<file path="src/rtl/msr_pkg.sv">
// Shared types for the multi-mode shift register sequencer: register modes,
// command opcodes and sequencer states.
package msr_pkg;

   typedef enum logic [1:0] {
      MODE_HOLD = 2'b00,
      MODE_SHR  = 2'b01,
      MODE_SHL  = 2'b10,
      MODE_LOAD = 2'b11
   } mode_e;

   typedef enum logic [1:0] {
      OP_NOP  = 2'b00,
      OP_SHR  = 2'b01,
      OP_SHL  = 2'b10,
      OP_LOAD = 2'b11
   } op_e;

   typedef enum logic [1:0] {
      ST_IDLE  = 2'b00,
      ST_LOAD  = 2'b01,
      ST_SHIFT = 2'b10,
      ST_DONE  = 2'b11
   } state_e;

endpackage

</file>
<file path="src/rtl/msr_core.sv">
// Universal shift register: hold, shift right, shift left or parallel load,
// with synchronous active-high clear.
module msr_core
   import msr_pkg::*;
#(
   parameter int WIDTH = 8
) (
   input  logic             clk,
   input  logic             rst,
   input  mode_e            mode,
   input  logic [WIDTH-1:0] pin,
   input  logic             sin,
   output logic [WIDTH-1:0] q
);

   always_ff @(posedge clk) begin
      if (rst) begin
         q <= '0;
      end else begin
         case (mode)
            MODE_SHR:  q <= {sin, q[WIDTH-1:1]};
            MODE_SHL:  q <= {q[WIDTH-2:0], sin};
            MODE_LOAD: q <= pin;
            default:   q <= q;
         endcase
      end
   end

endmodule

</file>
<file path="src/rtl/msr_sequencer.sv">
// Command sequencer driving an internal msr_core: one command per handshake,
// counted shifts, one-cycle done pulse. Optional rotate via MSR_SEQ_ROTATE_EN.
module msr_sequencer
   import msr_pkg::*;
#(
   parameter int WIDTH = 8,
   parameter int CNT_W = $clog2(WIDTH + 1)
) (
   input  logic             clk,
   input  logic             rst,
   input  logic             cmd_valid,
   output logic             cmd_ready,
   input  logic [1:0]       cmd_op,
   input  logic [WIDTH-1:0] cmd_data,
   input  logic [CNT_W-1:0] cmd_count,
   input  logic             cmd_rot,
   input  logic             ser_in,
   output logic [1:0]       mode,
   output logic             busy,
   output logic             done,
   output logic [WIDTH-1:0] q
);

   state_e           state_q, state_d;
   mode_e            mode_q, mode_d;
   logic [CNT_W-1:0] cnt_q, cnt_d;
   logic [CNT_W-1:0] cnt_clamp;
   logic [WIDTH-1:0] data_q;
   logic             accept;
   logic             sin;

   assign cmd_ready = (state_q == ST_IDLE) && !rst;
   assign accept    = cmd_valid && cmd_ready;
   assign busy      = (state_q != ST_IDLE);
   assign done      = (state_q == ST_DONE);
   assign mode      = mode_q;
   assign cnt_clamp = (cmd_count > CNT_W'(WIDTH)) ? CNT_W'(WIDTH) : cmd_count;

   // mode is computed for the next state so it leaves a register alongside state
   always_comb begin
      state_d = state_q;
      cnt_d   = cnt_q;
      mode_d  = MODE_HOLD;
      case (state_q)
         ST_IDLE: begin
            if (accept) begin
               case (op_e'(cmd_op))
                  OP_LOAD: begin
                     state_d = ST_LOAD;
                     mode_d  = MODE_LOAD;
                  end
                  OP_SHR, OP_SHL: begin
                     if (cnt_clamp != '0) begin
                        state_d = ST_SHIFT;
                        cnt_d   = cnt_clamp;
                        mode_d  = (op_e'(cmd_op) == OP_SHR) ? MODE_SHR : MODE_SHL;
                     end else begin
                        state_d = ST_DONE;
                     end
                  end
                  default: state_d = ST_DONE;
               endcase
            end
         end
         ST_LOAD: state_d = ST_DONE;
         ST_SHIFT: begin
            cnt_d = cnt_q - CNT_W'(1);
            if (cnt_q == CNT_W'(1)) begin
               state_d = ST_DONE;
            end else begin
               mode_d = mode_q;
            end
         end
         default: state_d = ST_IDLE;
      endcase
   end

   always_ff @(posedge clk) begin
      if (rst) begin
         state_q <= ST_IDLE;
         cnt_q   <= '0;
         mode_q  <= MODE_HOLD;
      end else begin
         state_q <= state_d;
         cnt_q   <= cnt_d;
         mode_q  <= mode_d;
      end
   end

   always_ff @(posedge clk) begin
      if (accept) begin
         data_q <= cmd_data;
      end
   end

`ifdef MSR_SEQ_ROTATE_EN
   logic rot_q;

   always_ff @(posedge clk) begin
      if (rst) begin
         rot_q <= 1'b0;
      end else if (accept) begin
         rot_q <= cmd_rot;
      end
   end

   // rotation feeds back the bit leaving the register in the current direction
   assign sin = rot_q ? ((mode_q == MODE_SHR) ? q[0] : q[WIDTH-1]) : ser_in;
`else
   logic unused_rot;

   assign unused_rot = cmd_rot;
   assign sin        = ser_in;
`endif

   msr_core #(
      .WIDTH(WIDTH)
   ) u_core (
      .clk (clk),
      .rst (rst),
      .mode(mode_q),
      .pin (data_q),
      .sin (sin),
      .q   (q)
   );

endmodule
</file>
<file path="config.mk">
export PLATFORM = sky130hd
export DESIGN_NAME = msr_sequencer
export DESIGN_NICKNAME = d
export VERILOG_FILES = /design/src/rtl/msr_pkg.sv /design/src/rtl/msr_core.sv /design/src/rtl/msr_sequencer.sv
export SDC_FILE = /design/constraint.sdc
export NUM_CORES = 1
export LEC_CHECK = 0
export CORE_AREA = 2 2 64 60
export CTS_BUF_LIST = sky130_fd_sc_hd__clkbuf_8
export DETAILED_ROUTE_END_ITERATION = 7
export DIE_AREA = 0 0 66 62
export PLACE_DENSITY = 0.74
export SYNTH_ARGS = -nofsm -noshare
export SYNTH_HDL_FRONTEND = slang
export SYNTH_SLANG_ARGS = --single-unit
</file>
<file path="constraint.sdc">
create_clock -name clk -period 1.8 [get_ports clk]
set_input_delay 0.27 -clock clk [delete_from_list [all_inputs] [get_ports clk]]
set_output_delay 0.27 -clock clk [all_outputs]
set_load 0.02 [all_outputs]
</file>
## Word level (Yosys, flattened, before mapping)

Index checks and enable logic that the tools add are counted.
W data, S select, Z words.

- Output and inout bits: 13
- Input port bits: 19
- Register bits after elaboration: 24
- Logic and storage cells: 49

- Magnitude comparators: 1
- Reduce and logical (&&, ||, !) cells: 11
- Add/sub/neg operators: 1
- Muxes and demuxes: 17
- Equality and inequality tests: 14

Operators by type and width:

| cell | count |
|---|---|
| $pmux W8 S3 | 1 |
| $mux W4 | 4 |
| $eq A2 B2 Y1 const B | 6 |
| $mux W2 | 6 |
| $pmux W2 S2 | 3 |
| $pmux W4 S2 | 1 |
| $eq A2 B1 Y1 const B | 3 |
| $pmux W2 S3 | 1 |
| $eq A4 B1 Y1 const B | 1 |
| $gt A4 B4 Y1 const B | 1 |
| $ne A2 B1 Y1 const B | 2 |
| $ne A2 B2 Y1 const B | 2 |
| $reduce_and A4 Y1 | 1 |
| $reduce_bool A2 Y1 | 2 |
| $reduce_bool A4 Y1 | 1 |
| $sub A4 B1 Y4 const B | 1 |
| $reduce_bool A3 Y1 | 1 |
| $logic_and A1 B1 Y1 | 2 |
| $logic_not A2 Y1 | 1 |
| $reduce_and A2 Y1 | 1 |
| $reduce_or A2 Y1 | 1 |
| $logic_not A1 Y1 | 1 |
| $mux W1 | 1 |

## Longest topological paths before layout

Gate-level depths: netlist (run 1).

- Word-level depth: 7
- Gate-level depth with buffers: 7
- Gate-level depth less buffers: 6

## Modules after synthesis

Synthesis (run 1) repeated with hierarchy kept, for this count alone.

- Cell total of the unflattened synthesis: 121
- Area, all modules: 1297.5 um^2

By module, submodules not included:

| module | area an instance (um^2) | times used | cells each | sequential area each (um^2) |
|---|---|---|---|---|
| msr_sequencer | 875.8 | 1 | 83 | 400.4 |
| msr_core | 421.7 | 1 | 38 | 160.2 |

## Worst setup path after synthesis (run 1)

No wires, ideal clock.

- Path kind: register to register
- From: register state_q[0]
- To: register cnt_q[2]
- Period minus slack after synthesis: 1.511 ns
- Cell stages (with the launch flop): 8
- Setup time: 0.117 ns
- Required time: 1.683 ns
- Arrival: 1.394 ns
- Path buffers: 1
- Slack: 0.289 ns
- Cells stage by stage: dfxtp_1 > inv_1 > ha_1 > buf_2 > inv_1 > o22ai_2 > o21ai_1 > a32o_1

- Longest elaborated chain between the ends: 5
- Elaborated cells between the ends (all ways): 10
- Classes of those cells: eq/ne (4); mux (1); reduce/logical (5)

Ends and longest elaborated chain:

| element | RTL line | source |
|---|---|---|
| from (decl) | msr_sequencer.sv:24 | `state_e state_q, state_d;` |
| from (signal assigned) | msr_sequencer.sv:84 | `state_q <= state_d;` |
| $logic_not A2 Y1 | msr_sequencer.sv:32, msr_sequencer.sv:44 |  |
| $logic_and A1 B1 Y1 | msr_sequencer.sv:32 | `assign cmd_ready = (state_q == ST_IDLE) && !rst;` |
| $logic_and A1 B1 Y1 | msr_sequencer.sv:33 | `assign accept = cmd_valid && cmd_ready;` |
| $ne A2 B2 Y1 (no line) | - |  |
| $reduce_and A4 Y1 (no line) | - |  |
| to (signal assigned) | msr_sequencer.sv:85 | `cnt_q <= cnt_d;` |
| to (decl) | msr_sequencer.sv:26 | `logic [CNT_W-1:0] cnt_q, cnt_d;` |

Parallel ways exist; a longest one is shown, timed or not.
A chain may end at the register's enable or synchronous reset.

## Worst setup path after layout (run 1)

- From: input port cmd_op[1]
- To: register cnt_q[2]

- Longest elaborated chain between the ends: 4
- Elaborated cells between the ends (all ways): 5
- Classes of those cells: eq/ne (3); reduce/logical (2)

Ends and longest elaborated chain:

| element | RTL line | source |
|---|---|---|
| from (decl) | msr_sequencer.sv:13 | `input logic [1:0] cmd_op,` |
| $eq A2 B1 Y1 / $eq A2 B2 Y1 (equally long branches) | msr_sequencer.sv:47 | `case (op_e'(cmd_op))` |
| $reduce_or A2 Y1 (*) | msr_sequencer.sv:47 |  |
| $ne A2 B1 Y1 (no line) (*) | - |  |
| $reduce_and A4 Y1 (no line) (*) | - |  |

Every way passes the cells marked *; elsewhere a longest branch is shown, timed or not.

==> qor.yml, run 1 <==
skew_ns: 0.001739
ys_seq_area_share_pct: 43.54
clk_pin_slew_ns: 0.09
yosysWarnings: 0
syn_area_um2: 1287
synth-edff-count: 8
yosysTopAreaCellShare_pct: 24.88
drt_pass1_iterations: 4
grt_pass1_wl_um: 4547
gp_congestion: 0.8255
drc: 0
fin_crit_sh_pct: 95.01
avgViaCountPerCell: 5.121
hold_ws_ns: 0.5493
cts_tree: "built"
grt_pass1_vias: 1068
max_stage_delay_ns: 0.48
max_cap_violations: 0
ys_seq_elements: 24
drtAntennaViolNets: 0
status: "finished clean"
wl_um: 2740
wl_per_cell_um: 13.84
track_usage_pct: 15.02
drive_above_1_share_pct: 17.11
ys_types: 34
max_freq_ghz: 0.5848
wl_met2_um: 1425
synth-main-ff-cell: "dfxtp_1"
worstSkewPairLatency_ns: 0.27
yosysTopAreaCell: "dfxtp_1"
worst_pin_slew_ns: 0.3573
min_period_ns: 1.710
syn-instance-count: 115
cp_max_fo: 8
critPathRequiredTime_ns: 1.97
p_int_mw: 1.254
dr_wl_met3_um: 146
cts_buffers: 3
dp_slack_ns: -0.2587
drt_iter0_markers: 27
dieArea_um2: 4092
fp.dieH_um: 62
switchingPower_mw: 0.6319
swShare_pct: 33.51
fin_ws_ns: 0.08988
fp.coreArea_um2: 3521
setup_tns_ns: 0
crit_chain: "clkdlybuf4s50_1, inv_1, ha_1, o41ai_4, o22ai_4, o21ai_1, a32o_1"
grt_overflow_total: 0
maxUsedRoutingLayer: "met4"
start_kind: "input port"
pwr-share-comb_pct: 38.9
ys_async_sr_fraction_pct: 0
dieWidth_um: 66
syn_nets: 142
area_delta_synth_final_pct: 37.03
reg2reg_depth: 5
crit_arrival_ns: 1.88
initial_core_util_pct: 36.57
regToRegSetupSlack_ns: 0.17
syn_area_per_cell_um2: 11.20
post-dp-hpwl_um: 2085
ios: 32
vias: 1014
slew_headroom_pct: 76.10
port-buffer-count: 30
std_cell_rows: 21
pwr-share-seq_pct: 35.8
nets: 180
cts_root_buffer: "clkbuf_8"
cts_hold_buf: 0
netlist_top_cells_area: "dfxtp_1 25%, edfxtp_1 19%, mux4_2 14%"
p_per_area_nw_per_um2: 1069
grt_setup_unrepaired: "false"
leakagePower_nw: 0.7102
irDropWorstVdd_mv: 0.7800
wl_met1_um: 1143
htreeDepth: 1
maxSlewViolCount: 0
grt_max_degree: 15
antenna_cells: 0
hold_violations: 0
hold_path.class: "in2reg"
worstSetupPathType: "in2reg"
cts_buffer_depth: 2
endpoint_kind: "register"
clock-sinks: 24
critPathSlowestCell: "clkdlybuf4s50_1"
min_path_cells: 1
antenna_found_initial: 0
power_frac_clock_pct: 25.4
power.total_mw: 1.886
setup_violations: 0
-- registers in the layout, summed over array words and instances, names as in the netlist --
register / flops
data_q: 8
u_core.q: 8
cnt_q: 4
mode: 2
state_q: 2
-- power groups by stage --
stage	logic [mW]	clock network, mW	registers, mW
CTS	0.708	0.490	0.673
global route	0.813	0.509	0.683
global placement	0.692	0	0.681
floorplan	0.475	0	0.679
detailed placement	0.722	0	0.686
finish	0.733	0.478	0.674
-- cell usage in the layout, fill, tap and decap left out, types with 2 or more instances in the layout --
cell type        synthesis  layout
clkbuf_8                 0       3
nor2_1                   9       9
ha_1                     8       7
clkdlybuf4s50_1          0      27
inv_1                   12      12
mux4_2                   8       8
o31ai_1                  2       2
nand2_1                  8       8
a21o_1                   2       2
o21ai_0                  2       2
edfxtp_1                 8       8
nand3_1                  2       2
buf_4                    0       8
o211ai_1                 2       2
and2_1                   9       9
dfxtp_1                 16      16
a21oi_1                  4       4
dlygate4sd2_1            0       2
-- Yosys cell counts (2+ instances only) --
master and count:
clkbuf_1 2, dfxtp_1 16, o21ai_0 2, nand2_1 8, o31ai_1 2, mux4_2 8, inv_1 12, nand3_1 2
o211ai_1 2, ha_1 8, a21o_1 2, edfxtp_1 8, buf_2 3, a21oi_1 4, nor2_1 9, and2_1 9
-- layout make-up --
cell class | count | area (um^2)
Clock buffer | 3 | 41.29
Clock inverter | 1 | 30.03
Fill cell | 334 | 1757
Inverter | 12 | 45.04
Multi-Input combinational cell | 74 | 669.4
Sequential cell | 24 | 560.5
Tap cell | 46 | 57.56
Timing Repair Buffer | 38 | 360.3
-- kinds of logic after synthesis --
family                   after synthesis  share of synthesized area [%]
buffers and inverters                 17                          5.247
AND/OR/NAND/NOR                       34                          13.80
AO/OA/AOI/OAI                         23                          14.87
flip-flops                            24                          43.54
multiplexers                           9                          14.77
adder cells (fa/ha/maj)                8                          7.775
-- what timing repair did --
item | in CTS | in global routing
resized for setup | 2 | 3
setup buffers | 0 | 0
endpoints found under the setup margin | 2 | 4
hold endpoints to repair | 0 | 0
-- per-layer routing --
metal / vias to the layer above / track usage [%]
li1: 491 / -
met4: 0 / 4.082
met2: 30 / 30.16
met1: 489 / 15.35
met5: - / 0
met3: 4 / 4.505
-- worst max-delay path: cells and delay by family --
kind	cells	cell delay (ns)
buf+inv	2	0.54
compound gates	4	0.73
fa+ha+maj	1	0.33
-- worst paths after layout --
check / startpoint / endpoint
worst max-delay path: cmd_op[1] / cnt_q[2]
worst min-delay path: cmd_data[5] / data_q[5]
worst max register to register: cnt_q[0] / state_q[1]
worst min register to register: state_q[0] / state_q[0]
-- through the flow --
stage	cells	utilization, %	area [um^2]
floorplan	115	-	1287
global placement	194	47.80	1683
detailed placement	194	47.80	1683
CTS	198	49.75	1752
global route	198	50.11	1764
finish	198	50.11	1764
No activity file was read; power rests on OpenSTA's default activity.
==> run 2: changes to the inputs <==
CORE_AREA = 2 2 57 54   (was 2 2 64 60)
DIE_AREA = 0 0 59 56   (was 0 0 66 62)
PLACE_DENSITY = 0.88   (was 0.74)
SKIP_CTS_REPAIR_TIMING = 1   (was not set)
clock period = 2.2 ns   (was 1.8 ns; I/O delays follow)
==> run 2 against run 1 <==
Effect of this change: sequential power shrank 18%; sequential share of layout area increased by 1.3 points; clock power shrank 21%; sequential cell count stayed put; first-iteration DRC count is 19% higher; final area decreased by 4.0%; hold slack gained 0.022 ns; non-clock buffer count is 6 lower; die area shrank 19%; via count fell by 2.9%; routed wire length fell by 12%; power decreased by 21%; critical endpoint is now busy; largest cell class unchanged; highest routed layer is now met3.
==> qor.yml, run 2 (synthesis gave the netlist of run 1 again) <==
status: "finished clean"
min_period_ns: 1.979
fillers: 214  # -36%
skew_ns: 0.006192  # +0.004453 ns
p_per_area_nw_per_um2: 877.2  # -18%
drt_pass1_iterations: 4  # unchanged
power.total_mw: 1.486  # -21%
max_stage_delay_ns: 0.60  # +0.12 ns
max_freq_ghz: 0.5054
crit_arrival_ns: 1.65  # -0.23 ns
cp_top_family: "buffers and inverters"
vias: 985  # -2.9%
dieWidth_um: 59  # -11%
multi_input_area_um2: 661.9  # -1.1%
drtAntennaViolNets: 0  # unchanged
grt_overflow_total: 0  # unchanged
grt_max_degree: 15  # unchanged
nets: 174  # -3.3%
fp.dieH_um: 56  # -9.7%
antenna_found_initial: 0  # unchanged
cts_tree: "built"
std_cell_rows: 18  # -14%
drc: 0  # unchanged
htreeDepth: 1  # unchanged
post-dp-hpwl_um: 1935  # -7.2%
drt_iter0_markers: 32  # +19%
worstSetupPathType: "reg2out"
slew_headroom_pct: 73.59  # -2.5 points
crit_top_cell: "inv_1"
irDropWorstVdd_mv: 0.5029  # -36%
p_int_mw: 1.009  # -20%
seq_area_um2: 560.5  # unchanged
fp.coreArea_um2: 2658  # -25%
placed_area_um2: 1618  # -3.9%
cts_buffer_depth: 2  # unchanged
area_delta_synth_final_pct: 31.58
wl_per_cell_um: 13.71  # -0.93%
power_frac_clock_pct: 25.3  # about the same
port-buffer-count: 30  # unchanged
pwr-share-comb_pct: 37.3  # -1.6 points
endpoint_kind: "output pin"
hold_violations: 0  # unchanged
crit_chain: "inv_1, ha_2, inv_1, clkdlybuf4s50_1"
critPathRequiredTime_ns: 1.87  # -0.10 ns
maxSlewViolCount: 0  # unchanged
timing.critical_path.buf_inv: 3  # +1
grt_pass1_vias: 987  # -7.6%
layout_common_cells: "29 x clkdlybuf4s50_1, 16 x dfxtp_1, 12 x inv_1"
drive_above_1_share_pct: 13.70  # -3.4 points
dp_slack_ns: 0.06251  # +0.3212 ns
cts_buffers: 3  # unchanged
track_usage_pct: 16.10  # +1.1 points
avgViaCountPerCell: 5.597  # +9.3%
dieArea_um2: 3304  # -19%
worstSkewPairLatency_ns: 0.26  # about the same
setup_violations: 0  # unchanged
switchingPower_mw: 0.4772  # -24%
leakagePower_nw: 0.6693  # -5.8%
wl_um: 2413  # -12%
swShare_pct: 32.11  # -1.4 points
fin_ws_ns: 0.2212  # +0.1313 ns
finish.instance_area_um2: 1694  # -4.0%
worst_pin_slew_ns: 0.3957  # +0.03833 ns
clk_pin_slew_ns: 0.08  # about the same
cp_max_fo: 7  # -1
grt_pass1_wl_um: 4202  # -7.6%
clock-sinks: 24  # unchanged
critPathSlowestCell: "clkdlybuf4s50_1"
fin_crit_sh_pct: 89.95
grt_setup_unrepaired: "false"
max_cap_violations: 0  # unchanged
ios: 32  # unchanged
setup_tns_ns: 0  # unchanged
cts_root_buffer: "clkbuf_8"
gp_congestion: 0.8955  # +8.5%
top_regs: "data_q (8), u_core.q (8), cnt_q (4)"
final_common_cell: "clkdlybuf4s50_1"
start_kind: "register"
pwr-share-seq_pct: 37.4  # +1.6 points
antenna_cells: 0  # unchanged
hold_path.class: "reg2reg"
initial_core_util_pct: 48.45  # +12 points
-- run 2: power by group through the flow --
stage | Sequential, mW | Combinational [mW] | Clock (mW)
4_1_cts | 0.555 | 0.550 | 0.386
5_1_grt | 0.562 | 0.622 | 0.400
2_1_floorplan | 0.555 | 0.388 | 0
6_report | 0.555 | 0.555 | 0.376
3_5_place_dp | 0.565 | 0.548 | 0
3_3_place_gp | 0.559 | 0.523 | 0
-- run 2: cell type report --
| type | count | area share [%] |
|---|---|---|
| flip-flops and latches | 24 | 33.09 |
| clock buffers | 3 | 2.437 |
| well taps | 30 | 2.216 |
| inverters | 12 | 2.659 |
| repair buffers | 32 | 18.76 |
| clock inverters | 1 | 1.773 |
| multi-input cells | 74 | 39.07 |
-- run 2: worst reg2reg max path, cell delays in order (launching register included) --
cell	delay, ns
dfxtp_1	0.34
inv_1	0.10
ha_1	0.38
inv_1	0.16
o22ai_2	0.36
o21ai_1	0.13
a32o_1	0.27
-- run 2: final timing paths --
check	depth (start not counted)	to	slack, ns	start
hold / removal	2	state_q[0]	0.57	state_q[0]
setup / recovery	4	busy	0.22	state_q[0]
hold reg to reg	2	state_q[0]	0.57	state_q[0]
setup reg to reg	6	cnt_q[2]	0.36	state_q[0]
-- run 2: layer usage --
| layer | wire length, um | track usage [%] |
|---|---|---|
| met3 | 89 | 3.256 |
| met1 | 1042 | 19.24 |
| met4 | 0 | 4.870 |
| met2 | 1281 | 28.41 |
| met5 | 0 | 0 |
-- run 2: stage by stage --
| stage | utilization [%] | std cells | hold slack [ns] |
|---|---|---|---|
| 4_1_cts | 63.56 | 176 | 0.5652 |
| 3_5_place_dp | 60.88 | 172 | 0.5523 |
| 6_report | 63.75 | 176 | 0.5714 |
| 5_1_grt | 63.75 | 176 | 0.6166 |
| 2_1_floorplan | - | 115 | 0.4289 |
| 3_3_place_gp | 60.88 | 172 | 0.5139 |
